[src/rtl/ir_cmd_bus_interface.sv]
// Bus-mapped command queue feeding an IR transmitter over a valid/ready link,
// with an optional timed auto-repeat of the last transferred command.
module ir_cmd_bus_interface #(
   parameter logic [7:0] BASE_ADDR     = 8'h90,
   parameter int         CMD_WIDTH     = 4,
   parameter int         FIFO_DEPTH    = 4,
   parameter int         REPEAT_CYCLES = 5_000_000
) (
   input  logic                 CLK,
   input  logic                 RESET,
   input  logic                 BUS_WE,
   input  logic [7:0]           ADDR,
   input  logic [7:0]           DATA_IN,
   output logic [7:0]           DATA_OUT,
   output logic                 DATA_OUT_EN,
   output logic                 CMD_VALID,
   output logic [CMD_WIDTH-1:0] CMD_DATA,
   input  logic                 CMD_READY
);

   localparam int PTR_W = $clog2(FIFO_DEPTH);
   localparam int CNT_W = $clog2(FIFO_DEPTH + 1);
   localparam int TMR_W = $clog2(REPEAT_CYCLES);

   localparam logic [1:0] REG_CMD    = 2'd0;
   localparam logic [1:0] REG_CTRL   = 2'd1;
   localparam logic [1:0] REG_STATUS = 2'd2;
   localparam logic [1:0] REG_LAST   = 2'd3;

   logic [CMD_WIDTH-1:0] mem [FIFO_DEPTH];
   logic [PTR_W-1:0]     wr_ptr, rd_ptr;
   logic [CNT_W-1:0]     count;
   logic                 ovf, enable, repeat_en, transferred;
   logic [CMD_WIDTH-1:0] last_cmd;
   logic [TMR_W-1:0]     timer;

   logic [8:0] offset;
   logic       in_window, rd, wr;
   logic       cmd_wr, ctrl_wr, status_wr, flush;
   logic       full, empty, xfer, pop, push, overflow, timer_done, rpt_fire;
   logic [3:0] cnt_show;
   logic [7:0] last_ext, rd_data;
   logic       unused_data;

   // Nine-bit subtraction keeps addresses below BASE_ADDR from aliasing into the window.
   assign offset    = {1'b0, ADDR} - {1'b0, BASE_ADDR};
   assign in_window = (offset < 9'd4);
   assign rd        = ~BUS_WE & in_window;
   assign wr        = BUS_WE & in_window;
   assign cmd_wr    = wr & (offset[1:0] == REG_CMD);
   assign ctrl_wr   = wr & (offset[1:0] == REG_CTRL);
   assign status_wr = wr & (offset[1:0] == REG_STATUS);
   assign flush     = ctrl_wr & DATA_IN[7];
   assign unused_data = ^DATA_IN;

   assign full       = (count == CNT_W'(FIFO_DEPTH));
   assign empty      = (count == '0);
   assign xfer       = CMD_VALID & CMD_READY;
   assign pop        = enable & ~empty & (~CMD_VALID | CMD_READY) & ~flush;
   assign push       = cmd_wr & ~flush & (~full | pop);
   assign overflow   = cmd_wr & ~flush & full & ~pop;
   assign timer_done = (timer == TMR_W'(REPEAT_CYCLES - 1));
   assign rpt_fire   = enable & repeat_en & empty & transferred & timer_done & ~CMD_VALID;

   assign cnt_show = (32'(count) > 32'd15) ? 4'hF : 4'(count);

   // NOTE: every variable assigned in always_comb gets a default first, so no path can infer a latch.
   always_comb begin
      last_ext = '0;
      last_ext[CMD_WIDTH-1:0] = last_cmd;
      rd_data = 8'h00;
      case (offset[1:0])
         REG_CTRL:   rd_data = {6'b0, repeat_en, enable};
         REG_STATUS: rd_data = {cnt_show, CMD_VALID, ovf, full, empty};
         REG_LAST:   rd_data = last_ext;
         default:    rd_data = 8'h00;
      endcase
   end

   // NOTE: FIFO storage has no reset; the cleared pointers and count make stale entries unreachable.
   always_ff @(posedge CLK) begin
      if (push) mem[wr_ptr] <= DATA_IN[CMD_WIDTH-1:0];
   end

   // NOTE: sequential state uses non-blocking assignments so every register samples pre-edge values.
   always_ff @(posedge CLK or negedge RESET) begin
      if (!RESET) begin
         wr_ptr      <= '0;
         rd_ptr      <= '0;
         count       <= '0;
         ovf         <= 1'b0;
         enable      <= 1'b0;
         repeat_en   <= 1'b0;
         transferred <= 1'b0;
         last_cmd    <= '0;
         timer       <= '0;
         CMD_VALID   <= 1'b0;
         CMD_DATA    <= '0;
         DATA_OUT    <= 8'h00;
         DATA_OUT_EN <= 1'b0;
      end else begin
         if (flush) begin
            wr_ptr <= '0;
            rd_ptr <= '0;
            count  <= '0;
         end else begin
            if (push) wr_ptr <= wr_ptr + PTR_W'(1);
            if (pop)  rd_ptr <= rd_ptr + PTR_W'(1);
            count <= count + CNT_W'(push) - CNT_W'(pop);
         end

         // An overflow in the same cycle as a STATUS write wins.
         if (overflow)       ovf <= 1'b1;
         else if (status_wr) ovf <= 1'b0;

         if (ctrl_wr) begin
            enable    <= DATA_IN[0];
            repeat_en <= DATA_IN[1];
         end

         if (xfer) begin
            last_cmd    <= CMD_DATA;
            transferred <= 1'b1;
            timer       <= '0;
         end else if (!CMD_VALID && !timer_done) begin
            timer <= timer + TMR_W'(1);
         end

         // Queued commands outrank the repeat; a stalled offer is never disturbed.
         if (pop) begin
            CMD_VALID <= 1'b1;
            CMD_DATA  <= mem[rd_ptr];
         end else if (rpt_fire) begin
            CMD_VALID <= 1'b1;
            CMD_DATA  <= last_cmd;
         end else if (xfer) begin
            CMD_VALID <= 1'b0;
         end

         DATA_OUT_EN <= rd;
         DATA_OUT    <= rd ? rd_data : 8'h00;
      end
   end

endmodule

[config.mk]
export PLATFORM = sky130hd
export DESIGN_NAME = ir_cmd_bus_interface
export DESIGN_NICKNAME = d
export VERILOG_FILES = /design/src/rtl/ir_cmd_bus_interface.sv
export SDC_FILE = /design/constraint.sdc
export NUM_CORES = 1
export LEC_CHECK = 0
export BUFFER_PORTS_ARGS = -buffer_cell sky130_fd_sc_hd__buf_4
export CORE_MARGIN = 1.5
export CORE_UTILIZATION = 45
export CTS_BUF_LIST = sky130_fd_sc_hd__clkbuf_8 sky130_fd_sc_hd__clkbuf_16
export DETAILED_ROUTE_END_ITERATION = 6
export GPL_ROUTABILITY_DRIVEN = 1
export GPL_TIMING_DRIVEN = 1
export PLACE_DENSITY_LB_ADDON = 0.12
export RECOVER_POWER = 50
export SLEW_MARGIN = 20
export SYNTH_ARGS = -nofsm -noshare
export SYNTH_HDL_FRONTEND = slang
export SYNTH_SLANG_ARGS = --single-unit
[constraint.sdc]
create_clock -name CLK -period 2.35 [get_ports CLK]
set_input_delay 0.3525 -clock CLK [delete_from_list [all_inputs] [get_ports CLK]]
set_output_delay 0.3525 -clock CLK [all_outputs]
set_load 0.01 [all_outputs]
==> results of run 1 <==
[cells in the final DEF, fill, tap and decap left out, types with 9 or more instances in the layout]
cell type	count
buf_4	42
nor2_1	19
dfrtp_1	51
nand2_1	35
edfxtp_1	16
clkbuf_8	9
nand3_1	10
and2_1	9
clkbuf_1	9
[where the power goes]
group / switching [mW] / internal (mW) / total [mW]
logic: 0.433 / 0.463 / 0.896
clock network: 0.476 / 0.389 / 0.864
registers: 0.255 / 1.42 / 1.67
[registers in the layout, indices dropped and copies added, names as in the netlist, 2 cells and up]
signal	flops
rd_ptr	2
last_cmd	4
wr_ptr	2
count	3
DATA_OUT	7
CMD_DATA	4
mem	16
timer	23
[Yosys cell counts (all sizes together) (6+ instances only)]
master  number
o31ai        8
nand3       13
xor2         6
nor4         8
edfxtp      16
mux2i        8
dfrtp       51
nor2        19
o211ai       6
and2         9
ha           7
nand4        7
inv         11
nand2       36
o21ai        9
[final cells by class]
| class | instances | area [sq um] |
|---|---|---|
| inverter | 11 | 53.8 |
| tap | 99 | 124 |
| sequential | 67 | 1760 |
| clock buffer | 9 | 124 |
| fill | 654 | 3130 |
| multi-input combinational | 202 | 1530 |
| clock inverter | 7 | 53.8 |
| timing repair buffer | 55 | 404 |
[what timing repair did]
action,in CTS,in global routing
endpoints found under the hold margin,0,0
endpoints found under the setup margin,1,2
resized for setup,10,3
pin swaps,2,0
gates cloned,0,0
[path summary, 6_finish.rpt]
kind	startpoint	endpoint	slack [ns]	cells after the start
hold reg to reg	transferred$_DFFE_PN0P_	transferred$_DFFE_PN0P_	0.49	1
setup / recovery	ADDR[5]	count[2]$_DFF_PN0_	-0.02	14
max in group asynchronous	RESET	count[0]$_DFF_PN0_	1.30	1
hold / removal	RESET	timer[3]$_DFFE_PN0P_	0.28	1
setup reg to reg	count[2]$_DFF_PN0_	count[2]$_DFF_PN0_	0.09	11
min in group CLK	DATA_IN[2]	mem[1][2]$_DFFE_PP_	0.28	1
[logic make-up after synthesis]
group / synth area share, %
and+or+nand+nor: 20.5
xor gates and xnor gates: 2.91
DFF: 53.1
muxes: 6.17
AOI/OAI and AO/OA: 11.0
other: 0.113
buffers and inverters: 2.91
adders and majority gates: 3.25
[metal layers]
metal  up-vias  global-route usage [%]  wire, um
met2        38                    35.1      3520
met4         0                    9.09       136
li1       1183                       -         -
met5         -                       0         0
met3        11                    4.29       174
met1      1185                    23.3      2980
[stage by stage]
stage          hold slack (ns)  TNS (ns)  std cells  power [mW]
6_report                 0.279   -0.0225        450        3.44
5_1_grt                  0.285    -0.146        450        3.66
4_1_cts                 0.0503  -0.00825        450        3.47
3_5_place_dp             0.427     -3.99        434        2.56
3_3_place_gp             0.430     -3.14        434        2.54
2_1_floorplan           0.0569    -0.498        290        2.22
==> flow_summary.ini, run 1 <==
[route]
drcViolationCount = 0
dr_total_vias = 2417
post_drt_wl_per_cell_um = 15.1
dr.first_iter.drc_count = 98
route.antenna.remaining_nets = 0
wl_um = 6810
viasPerCell = 5.37
first_pass_iters = 4

[cts]
cts_setup_buffers = 0
cts_made_buffers = 9
path_clk_slew_ns = 0.07
clock_latency_ns = 0.35
clockRootBuffer = clkbuf_8
clkSinkCount = 67
cts.path.max_buffers = 2
cts_tree = built
ctsHtreeMaxLevel = 3
ctsHoldBuffers = 0

[logic_synthesis]
synth-edff-count = 16
ys_warn_count = 0
avgSynthCellArea_sq_um = 11.4
synthFlopType = dfrtp_1
syn-cell-area_sq_um = 3310
synth.distinct_cells = 60
yosysSeqAreaShare_pct = 53.1
synth_area_leaders = dfrtp_1 39%, edfxtp_1 15%, nand2_1 4.0%, ha_1 2.6%, mux2i_1 2.4%
yosys.area.top_type = dfrtp_1
async_flop_share_pct = 76.1
netlist_instances = 290
synth_top_area_share_pct = 38.6
syn-num-nets = 318
ys_ff_latch = 67

[critical_path]
cp_slowest_stage_delay_ns = 0.53
crit_required_ns = 2.59
critPathCaptureType = flop
cp.arrival_ns = 2.61
setup.worst_path.start_class = primary input
cp_cell_sequence = buf_8 -> inv_8 -> ha_4 -> nand3_2 -> or4_4 -> nor3_4 -> nand3_2 -> o21ai_2 -> ha_2 -> inv_2 -> fa_2 -> xor2_2 -> xnor2_1 -> nor2_1
crit_slowest_cell = or4_4
critPathKind = primary input to flop
critPathTopFamily = simple AND/OR/NAND/NOR gates
path_max_fanout = 4
crit_buf_inv = 3
crit_path_frequent_cell = nand3_2

[global_routing]
grt_max_degree = 52
grt_pass1_wl_um = 11800
grt_pass1_vias = 2513
overflow = 0
track_usage_pct = 20.0
antenna_found_initial = 0

[final_layout]
nets = 374
final_layout_size_suffix_gt1_share_pct = 26.5
stdcell_area_sq_um = 4040
area_delta_synth_final_pct = 22.2
fin_util_pct = 56.3
num_antenna_cells = 0

[place]
placed_cell_area_sq_um = 3850
dp_hpwl_um = 4910
post-place-ws_ns = -0.564
gp_congestion = 0.820
io_buffer_count = 29

[floorplanning]
initial_core_util_pct = 46.1
die_y_um = 88.7
rows = 31
core_sq_um = 7180
chipWidth_um = 88.7
die-area_sq_um = 7870
boundaryPins = 34

[status]
violations = setup timing
outcome = finished, violations left

[sta]
maxSlewViolCount = 0
rsz0062_at_grt = true
min_period_ns = 2.37
tightestPinTransition_ns = 1.27
slew_headroom_pct = 15.2
final.setup.worst_slack_ns = -0.0225
max_freq_ghz = 0.421
period_share_pct = 101
hold_viol = 0
fin_skew_ns = 0.0112
finalSetupViolations = 1

[pwr]
total_leakage_power_nw = 1.68
peakVddDrop_v = 0.000386
powerDensity_nw_per_um2 = 850

[worst_hold_path]
hp-class = primary input to asynchronous set/reset pin

[job]
max_cap_violations = 0
No activity file was read; power rests on OpenSTA's default activity.
==> run 2, diff against run 1 <==
--- a/config.mk
+++ b/config.mk
@@ -11,9 +11,8 @@
 export CTS_BUF_LIST = sky130_fd_sc_hd__clkbuf_8 sky130_fd_sc_hd__clkbuf_16
 export DETAILED_ROUTE_END_ITERATION = 6
 export GPL_ROUTABILITY_DRIVEN = 1
-export GPL_TIMING_DRIVEN = 1
 export PLACE_DENSITY_LB_ADDON = 0.12
-export RECOVER_POWER = 50
+export RECOVER_POWER = 25
 export SLEW_MARGIN = 20
 export SYNTH_ARGS = -nofsm -noshare
 export SYNTH_HDL_FRONTEND = slang
==> run 2 against run 1 <==
Net effect: the flow still finishes with violations (setup timing); non-clock buffer count stayed put; hold slack worse by 0.0011 ns; critical path depth stayed put; sequential power hardly changed; largest cell class unchanged.
==> flow_summary.ini, run 2 (synthesized netlist as in run 1, its figures left out) <==
[cts]
cts_tree = built
ctsHtreeMaxLevel = 3
clockRootBuffer = clkbuf_8
path_clk_slew_ns = 0.07
cts_setup_buffers = 0
clock_latency_ns = 0.35
cts_made_buffers = 9
clkSinkCount = 67
cts.path.max_buffers = 2

[route]
viasPerCell = 5.34
route.antenna.remaining_nets = 0
dr_total_vias = 2405
post_drt_wl_per_cell_um = 15.1
first_pass_iters = 4
dr.first_iter.drc_count = 88
drcViolationCount = 0
wl_um = 6790

[place]
io_buffer_count = 29
dp_hpwl_um = 4910
post-place-ws_ns = -0.564
gp_congestion = 0.820

[sta]
finalSetupViolations = 1
maxSlewViolCount = 0
max_freq_ghz = 0.421
min_period_ns = 2.37
setup_tns_ns = -0.0229
fin_skew_ns = 0.0131
hold_viol = 0
tightestPinTransition_ns = 1.27
rsz0062_at_grt = true
final.setup.worst_slack_ns = -0.0229
timing.hold.ws_ns = 0.278
slew_headroom_pct = 15.3
period_share_pct = 101

[critical_path]
crit_required_ns = 2.59
cp.arrival_ns = 2.61
critPathCaptureType = flop
setup.worst_path.start_class = primary input
reg2reg_depth = 11
path_max_fanout = 4
cp_slowest_stage_delay_ns = 0.53
critPathKind = primary input to flop
crit_slowest_cell = or4_4
critPathTopFamily = simple AND/OR/NAND/NOR gates
crit_path_frequent_cell = nand3_2
cp_cell_sequence = buf_8 -> inv_8 -> ha_4 -> nand3_2 -> or4_4 -> nor3_4 -> nand3_2 -> o21ai_2 -> ha_2 -> inv_2 -> fa_2 -> xor2_2 -> xnor2_1 -> nor2_1
crit_buf_inv = 3
worstSetupPathDepth = 14

[floorplanning]
rows = 31
boundaryPins = 34
die-area_sq_um = 7870
die_y_um = 88.7
chipWidth_um = 88.7
initial_core_util_pct = 46.1
core_sq_um = 7180

[global_routing]
grt_pass1_wl_um = 11800
track_usage_pct = 20.0
overflow = 0
grt_pass1_vias = 2513
antenna_found_initial = 0
grt_max_degree = 52

[pwr]
p_total_mw = 3.43
powerDensity_nw_per_um2 = 846
total_leakage_power_nw = 1.70
peakVddDrop_v = 0.000386

[status]
violations = setup timing
outcome = finished, violations left

[final_layout]
largest_register_ffs = 23
fin_util_pct = 56.6
layout_commonest_cell = dfrtp_1
area_delta_synth_final_pct = 22.8
top_register = timer
num_antenna_cells = 0
final_layout_size_suffix_gt1_share_pct = 27.9
reg_top3 = timer x23, mem x16, DATA_OUT x7
nets = 374
final_cell_mix = 51 x dfrtp_1, 47 x buf_4, 35 x nand2_1

[job]
max_cap_violations = 0

[worst_hold_path]
hp-class = primary input to asynchronous set/reset pin
## run 2: metal layers
layer	part of all wire [%]	wire length (um)	track usage (%)
met2	52	3500	35.1
met1	44	2990	23.3
met5	0	0	0
met3	2.5	172	4.29
met4	2.0	136	9.09
## run 2: stage by stage
step / cells / instance area, sq um
3_5_place_dp: 434 / 3850
5_1_grt: 450 / 4060
3_3_place_gp: 434 / 3850
6_report: 450 / 4060
4_1_cts: 450 / 4070
2_1_floorplan: 290 / 3350
## run 2: layout make-up
cell class | count | area (sq um)
clock buffer | 9 | 124
clock inverter | 7 | 53.8
fill | 649 | 3110
inverter | 11 | 53.8
multi-input combinational | 202 | 1530
sequential | 67 | 1760
tap | 99 | 124
timing repair buffer | 55 | 423
## run 2: where the power goes
group | leakage, nW | total (mW) | internal, mW | switching, mW
registers | 0.806 | 1.67 | 1.42 | 0.253
clock network | 0.0871 | 0.865 | 0.389 | 0.476
logic | 0.811 | 0.897 | 0.464 | 0.433
## run 2: repair_timing
action	4_1_cts	5_1_grt
setup endpoints to repair	1	2
resized for setup	10	3
pin swaps	2	0
hold buffers	0	0
## run 2: path summary, 6_finish.rpt
path                                    startpoint                      end  slack, ns
setup / recovery                           ADDR[5]       count[2]$_DFF_PN0_      -0.02
max in group asynchronous                    RESET       count[0]$_DFF_PN0_       1.31
setup reg to reg                count[2]$_DFF_PN0_       count[2]$_DFF_PN0_       0.09
hold / removal                               RESET     timer[3]$_DFFE_PN0P_       0.28
hold reg to reg            transferred$_DFFE_PN0P_  transferred$_DFFE_PN0P_       0.49
min in group CLK                        DATA_IN[2]      mem[1][2]$_DFFE_PP_       0.28
